### config.mk
export PLATFORM = sky130hd
export DESIGN_NAME = quad_encoder_bank
export DESIGN_NICKNAME = d
export VERILOG_FILES = /design/src/rtl/enc_pkg.sv /design/src/rtl/quad_decoder_ch.sv /design/src/rtl/quad_encoder_bank.sv
export SDC_FILE = /design/constraint.sdc
export NUM_CORES = 1
export LEC_CHECK = 0
export CAP_MARGIN = 40
export CORE_MARGIN = 8
export CORE_UTILIZATION = 50
export DETAILED_ROUTE_END_ITERATION = 12
export PLACE_DENSITY = 0.72
export SYNTH_ARGS = -nofsm -noshare
export SYNTH_HDL_FRONTEND = slang
export SYNTH_SLANG_ARGS = --single-unit
### constraint.sdc
create_clock -name clk -period 6.83 [get_ports clk]
set_input_delay 1.0245 -clock clk [delete_from_list [all_inputs] [get_ports clk]]
set_output_delay 1.0245 -clock clk [all_outputs]
set_load 0.02 [all_outputs]
### src/rtl/enc_pkg.sv
// Shared quadrature types and helpers: {A,B} state, step direction,
// Gray-code step decode and a width-parametrised saturating add.
package enc_pkg;

    localparam int SAT_MAX_W = 32;

    typedef logic [1:0] quad_t;

    typedef enum logic [1:0] {
        NONE = 2'b00,
        CW   = 2'b01,
        CCW  = 2'b11
    } dir_e;

    typedef struct packed {
        logic signed [1:0] delta;
        logic              illegal;
    } step_t;

    // Position of a state along the clockwise cycle 00 -> 10 -> 11 -> 01.
    function automatic logic [1:0] gray_pos(input quad_t q);
        case (q)
            2'b00:   return 2'd0;
            2'b10:   return 2'd1;
            2'b11:   return 2'd2;
            default: return 2'd3;
        endcase
    endfunction

    // A distance of 2 along the cycle is exactly "both bits flipped".
    function automatic step_t quad_step(input quad_t prev, input quad_t cur);
        step_t      s;
        logic [1:0] diff;
        diff      = gray_pos(cur) - gray_pos(prev);
        s.delta   = NONE;
        s.illegal = 1'b0;
        case (diff)
            2'd1:    s.delta = CW;
            2'd3:    s.delta = CCW;
            2'd2:    s.illegal = 1'b1;
            default: s.delta = NONE;
        endcase
        return s;
    endfunction

    // acc + delta clamped to the signed range of 'width' bits (width <= SAT_MAX_W).
    function automatic logic signed [SAT_MAX_W-1:0] sat_add(
        input logic signed [SAT_MAX_W-1:0] acc,
        input logic signed [1:0]           delta,
        input int                          width
    );
        logic signed [SAT_MAX_W:0] sum;
        logic signed [SAT_MAX_W:0] hi;
        logic signed [SAT_MAX_W:0] lo;
        logic signed [SAT_MAX_W:0] one;
        one = {{SAT_MAX_W{1'b0}}, 1'b1};
        hi  = (one << (width - 1)) - one;
        lo  = ~hi;
        sum = {acc[SAT_MAX_W-1], acc} + {{(SAT_MAX_W-1){delta[1]}}, delta};
        if (sum > hi) begin
            return hi[SAT_MAX_W-1:0];
        end
        if (sum < lo) begin
            return lo[SAT_MAX_W-1:0];
        end
        return sum[SAT_MAX_W-1:0];
    endfunction

endpackage

### src/rtl/quad_decoder_ch.sv
// One encoder channel: pin synchroniser, priming, 4x decode, wrapping
// position, saturating window accumulator, latched speed and sticky error.
module quad_decoder_ch
    import enc_pkg::*;
#(
    parameter int POS_W       = 32,
    parameter int SPD_W       = 16,
    parameter int SYNC_STAGES = 2
) (
    input  logic                    clk,
    input  logic                    reset,
    input  logic                    a,
    input  logic                    b,
    input  logic                    pos_clr,
    input  logic                    err_clr,
    input  logic                    win_tc,
    output logic signed [POS_W-1:0] pos,
    output logic signed [SPD_W-1:0] speed,
    output logic                    err
);

    logic [SYNC_STAGES-1:0]        a_sync_reg;
    logic [SYNC_STAGES-1:0]        b_sync_reg;
    logic [SYNC_STAGES:0]          prime_reg;
    quad_t                         prev_reg;
    quad_t                         cur;
    logic signed [POS_W-1:0]       pos_reg, pos_next;
    logic signed [SPD_W-1:0]       acc_reg, acc_next, acc_sum;
    logic signed [SPD_W-1:0]       speed_reg, speed_next;
    logic                          err_reg, err_next;
    step_t                         step;
    logic signed [1:0]             delta;
    logic                          illegal;
    logic signed [SAT_MAX_W-1:0]   sum_wide;
    logic                          sum_unused;

    assign cur        = {a_sync_reg[SYNC_STAGES-1], b_sync_reg[SYNC_STAGES-1]};
    assign sum_unused = ^sum_wide;

    // Decoding waits one cycle beyond the synchroniser depth so that prev
    // already holds a real pin sample rather than the reset zeros.
    always_comb begin
        step    = quad_step(prev_reg, cur);
        delta   = 2'sd0;
        illegal = 1'b0;
        if (prime_reg[SYNC_STAGES]) begin
            delta   = step.delta;
            illegal = step.illegal;
        end
        sum_wide   = sat_add(SAT_MAX_W'(acc_reg), delta, SPD_W);
        acc_sum    = sum_wide[SPD_W-1:0];
        pos_next   = pos_clr ? '0 : pos_reg + POS_W'(delta);
        acc_next   = win_tc ? '0 : acc_sum;
        speed_next = win_tc ? acc_sum : speed_reg;
        err_next   = illegal | (err_reg & ~err_clr);
    end

    always_ff @(posedge clk or negedge reset) begin
        if (!reset) begin
            a_sync_reg <= '0;
            b_sync_reg <= '0;
            prime_reg  <= '0;
            prev_reg   <= '0;
            pos_reg    <= '0;
            acc_reg    <= '0;
            speed_reg  <= '0;
            err_reg    <= 1'b0;
        end else begin
            a_sync_reg <= {a_sync_reg[SYNC_STAGES-2:0], a};
            b_sync_reg <= {b_sync_reg[SYNC_STAGES-2:0], b};
            prime_reg  <= {prime_reg[SYNC_STAGES-1:0], 1'b1};
            prev_reg   <= cur;
            pos_reg    <= pos_next;
            acc_reg    <= acc_next;
            speed_reg  <= speed_next;
            err_reg    <= err_next;
        end
    end

    assign pos   = pos_reg;
    assign speed = speed_reg;
    assign err   = err_reg;

endmodule

### src/rtl/quad_encoder_bank.sv
// Multi-channel quadrature encoder interface: shared sample-window counter
// driving N_CH independent channel decoders.
module quad_encoder_bank
    import enc_pkg::*;
#(
    parameter int N_CH        = 2,
    parameter int POS_W       = 32,
    parameter int SPD_W       = 16,
    parameter int WINDOW      = 1_000_000,
    parameter int SYNC_STAGES = 2
) (
    input  logic                    clk,
    input  logic                    reset,
    input  logic [N_CH-1:0]         a,
    input  logic [N_CH-1:0]         b,
    input  logic [N_CH-1:0]         pos_clr,
    input  logic [N_CH-1:0]         err_clr,
    output logic [N_CH*POS_W-1:0]   pos,
    output logic [N_CH*SPD_W-1:0]   speed,
    output logic                    sample_valid,
    output logic [N_CH-1:0]         err
);

    localparam int CNT_W = $clog2(WINDOW);

    logic [CNT_W-1:0] win_cnt_reg, win_cnt_next;
    logic             win_tc;
    logic             sample_valid_reg;

    assign win_tc       = (win_cnt_reg == CNT_W'(WINDOW - 1));
    assign win_cnt_next = win_tc ? '0 : win_cnt_reg + 1'b1;

    always_ff @(posedge clk or negedge reset) begin
        if (!reset) begin
            win_cnt_reg      <= '0;
            sample_valid_reg <= 1'b0;
        end else begin
            win_cnt_reg      <= win_cnt_next;
            sample_valid_reg <= win_tc;
        end
    end

    assign sample_valid = sample_valid_reg;

    generate
        for (genvar gi = 0; gi < N_CH; gi++) begin : g_ch
            quad_decoder_ch #(
                .POS_W       (POS_W),
                .SPD_W       (SPD_W),
                .SYNC_STAGES (SYNC_STAGES)
            ) u_ch (
                .clk     (clk),
                .reset   (reset),
                .a       (a[gi]),
                .b       (b[gi]),
                .pos_clr (pos_clr[gi]),
                .err_clr (err_clr[gi]),
                .win_tc  (win_tc),
                .pos     (pos[gi*POS_W +: POS_W]),
                .speed   (speed[gi*SPD_W +: SPD_W]),
                .err     (err[gi])
            );
        end
    endgenerate

endmodule

==> results.tsv <==
stage	metric	value	unit
drt	drt pass-1 iters	5	
outcome	outcome	finished, final reports clean	
drt	final WL	23.7	mm
timing	final hold vios	0	
timing	setup TNS	0	ns
cts	clock-pin slew on the worst setup and hold paths	0.06	ns
synth	mux contribution to synthesized area	0.201	%
final_layout	final net count	1367	
die	die area	26100	sq um
setup_path	R2R setup slack	2.08	ns
synth	simple-gate area share of the yosys netlist	17.0	%
cts	Post-CTS Setup Bufs	0	
synth	post-synthesis compound-gate area fraction	19.2	%
timing	Final Max Tran Viols	0	
pwr	Peak VDD IR	198	uV
place	PortBufs	108	
job	Max Cap Viol	0	
synth	Yosys cell types	77	
place	detailed placement HPWL	16.8	mm
timing	number of setup violations in the final report	0	
cts	Hold-fix buffers, CTS	0	
final_layout	fillers	1837	
timing	RSZ-0062 raised after global routing	no	
timing	Setup WS post-layout	2.08	ns
final_layout	layout cells sized above 1	6.03	%
cts	H-tree levels	4	
synth	largest family of logic cells by synthesized area	compound AO/OA/AOI/OAI gates	
synth	Synth Register Bits	166	
cts	post-CTS sizing	0	
setup_path	startpoint types	register	
die	Rows	53	
synth	Post-synth EDFFs	0	
setup_path	CP Max Fanout	41	
final_layout	Antenna Cells	0	
final_layout	Multi-input gate area	6100	sq um
synth	Post-Synth Adder-Cell Area	13.3	%
timing	Least-Margin Pin Slew	0.839	ns
pwr	total power	4.43	mW
setup_path	reg-to-reg endpoint	g_ch[0].u_ch.pos[26]	
die	die width	161	um
global_routing	GR Util All Layers	18.6	%
timing	clk_skew	0.00995	ns
cts	clock root cell	clkbuf_16	
synth	cells after synthesis	1145	
cts	Clock Sinks	166	
final_layout	P&R area growth vs syn	18.7	%
final_layout	flip-flop and latch area	4150	sq um
cts	CTS tree	built	
drt	drt wl/cell	15.4	um
synth	Syn. warnings	0	
timing	min Tclk post-route	4.75	ns
global_routing	vias in the first global route	8412	
die	initial core utilization	50.6	%
timing	Final Cycle Share	69.5	%
drt	DRC viols	0	
drt	Initial DRC Count	528	
timing	Slew HR	44.0	%
drt	Final ANT Viol Nets	0	
synth	Avg Cell Area, Syn	9.24	sq um
cts	CTS Buf Count	17	
setup_path	CP Capture Type	register	
place	gpl congestion	0.865	
synth	mapped cell area	10600	sq um
setup_path	R2R depth	16	
setup_path	Worst Path Arrival	5.04	ns
synth	Mapped Nets	1264	
pwr	Pwr Density	352	nW/um^2
synth	Seq/Total Area, Yosys	39.3	%
synth	Post-Synth XOR/XNOR Area	7.85	%
die	core area	20900	sq um
die	Ports	109	
min_path	Hold Path Origin	g_ch[1].u_ch.prime_reg[1]	
min_path	Hold Path End	g_ch[0].u_ch.prime_reg[2]	
global_routing	total grt overflow	0	
synth	Post-synth ARST share	100	%
cts	Clk Latency, worst-skew pair	0.43	ns
place	Placed Instances	1504	
cts	maximum root-to-sink buffer count	2	
min_path	Worst Hold Class	register to register	
drt	total vias in the final route	8421	
final_layout	max reg flops	64	
drt	Via density	5.49	
global_routing	largest net degree at the start of global routing	86	
timing	Max Freq	211	MHz
global_routing	first-pass GRT wire length	40.4	mm
setup_path	R2R Path Start	g_ch[0].u_ch.a_sync_reg[1]	
pwr	leakage power	5.93	nW
min_path	Worst Hold Depth	0	
final_layout	Final Non-Filler Cells	1535	
die	chip height	161	um
setup_path	Data required, critical path	7.12	ns
global_routing	initial antenna violation count	0	
synth	ys flop type	dfrtp_1	
place	Placement Setup Slack	2.12	ns
setup_path	critical setup path kind	register to register	
-- worst max-delay path by stage --
stage	startpoint	end	slack, ns	cells past startpoint
floorplan	g_ch[0].u_ch.b_sync_reg[1]	g_ch[0].u_ch.speed[14]	1.30	17
global placement	g_ch[0].u_ch.b_sync_reg[1]	g_ch[0].u_ch.pos[26]	2.17	15
detailed placement	g_ch[0].u_ch.a_sync_reg[1]	g_ch[0].u_ch.pos[26]	2.12	16
CTS	g_ch[0].u_ch.a_sync_reg[1]	g_ch[0].u_ch.pos[26]	2.08	16
global route	g_ch[1].u_ch.a_sync_reg[1]	g_ch[1].u_ch.speed[11]	1.71	16
finish	g_ch[0].u_ch.a_sync_reg[1]	g_ch[0].u_ch.pos[26]	2.08	16
-- synth_stat cells, drive strengths merged, types with 11 or more instances --
| cell | count | share of area [%] |
|---|---|---|
| a31oi | 13 | 1.1 |
| clkbuf | 20 | 0.71 |
| nor3 | 23 | 1.1 |
| nand3 | 27 | 1.3 |
| buf | 11 | 0.70 |
| a211oi | 12 | 1.0 |
| a21o | 44 | 3.1 |
| xnor2 | 58 | 4.9 |
| nand4 | 14 | 0.83 |
| o21bai | 16 | 1.1 |
| a21oi | 84 | 4.2 |
| dfrtp | 166 | 39 |
| o21ai | 76 | 3.7 |
| nor2 | 175 | 6.5 |
| nand2b | 11 | 0.65 |
| xor2 | 36 | 3.0 |
| inv | 50 | 1.8 |
| ha | 105 | 12 |
| nor2b | 19 | 1.1 |
| nand2 | 80 | 2.8 |
-- layout make-up --
class,instances,share of cell area (%)
Multi-Input combinational cell,898,48.6
Sequential cell,166,33.1
Timing Repair Buffer,115,9.19
Clock buffer,21,3.75
Tap cell,275,2.74
Inverter,50,1.49
Clock inverter,10,1.16
-- metal layers --
metal / up-vias / wire length, um / track usage, %
met5: - / 0 / 0
met4: 0 / 219 / 4.80
met3: 18 / 1040 / 4.45
met2: 155 / 11200 / 30.8
met1: 4010 / 11200 / 24.0
li1: 4238 / - / -
-- cell families after synthesis --
logic type	after synthesis
AND/OR/NAND/NOR	391
AO/OA/AOI/OAI	300
flip-flops	166
adder cells (fa/ha/maj)	110
XOR/XNOR	94
buffers and inverters	81
multiplexers	2
other	1
-- cells in the final DEF (no fill, tap or decap), types with 7 or more instances in the layout --
cell type	n
o21ai_1	35
a21oi_2	7
ha_1	105
o21ai_0	40
a21o_1	44
a211oi_1	8
nand2b_1	10
inv_1	50
and3_1	9
nor2_1	171
nand2_1	80
dfrtp_1	166
a21oi_1	77
a31oi_1	11
xor2_1	36
nor3_1	23
xnor2_1	57
nand4_1	14
clkdlybuf4s50_1	107
o21bai_1	16
nand3_1	27
clkbuf_16	17
o21a_1	9
nor2b_1	17
-- power by group --
group / internal [mW] / switching (mW)
Combinational: 0.877 / 1.27
Sequential: 1.18 / 0.102
Clock: 0.606 / 0.397
-- critical path, stage by stage (launching register included) --
cell	delay, ns
dfrtp_1	0.37
inv_1	0.05
ha_1	0.29
ha_1	0.31
nor2b_1	0.41
nor2b_4	0.37
buf_4	0.49
ha_1	0.37
a21o_1	0.20
a21o_1	0.21
a211oi_1	0.35
o21ai_1	0.18
a221oi_2	0.32
o21ai_1	0.18
a41oi_1	0.28
xnor2_1	0.15
nor2_1	0.06
-- through the flow --
| step | util (%) | instance area [sq um] | hold WS [ns] |
|---|---|---|---|
| 6_report | 60.1 | 12600 | 0.357 |
| 5_1_grt | 60.1 | 12600 | 0.363 |
| 4_1_cts | 60.1 | 12600 | 0.364 |
| 3_5_place_dp | 57.2 | 11900 | 0.337 |
| 3_3_place_gp | 57.1 | 11900 | 0.335 |
| 2_1_floorplan | - | 10600 | 0.331 |
Power figures use the tool's default switching activity.
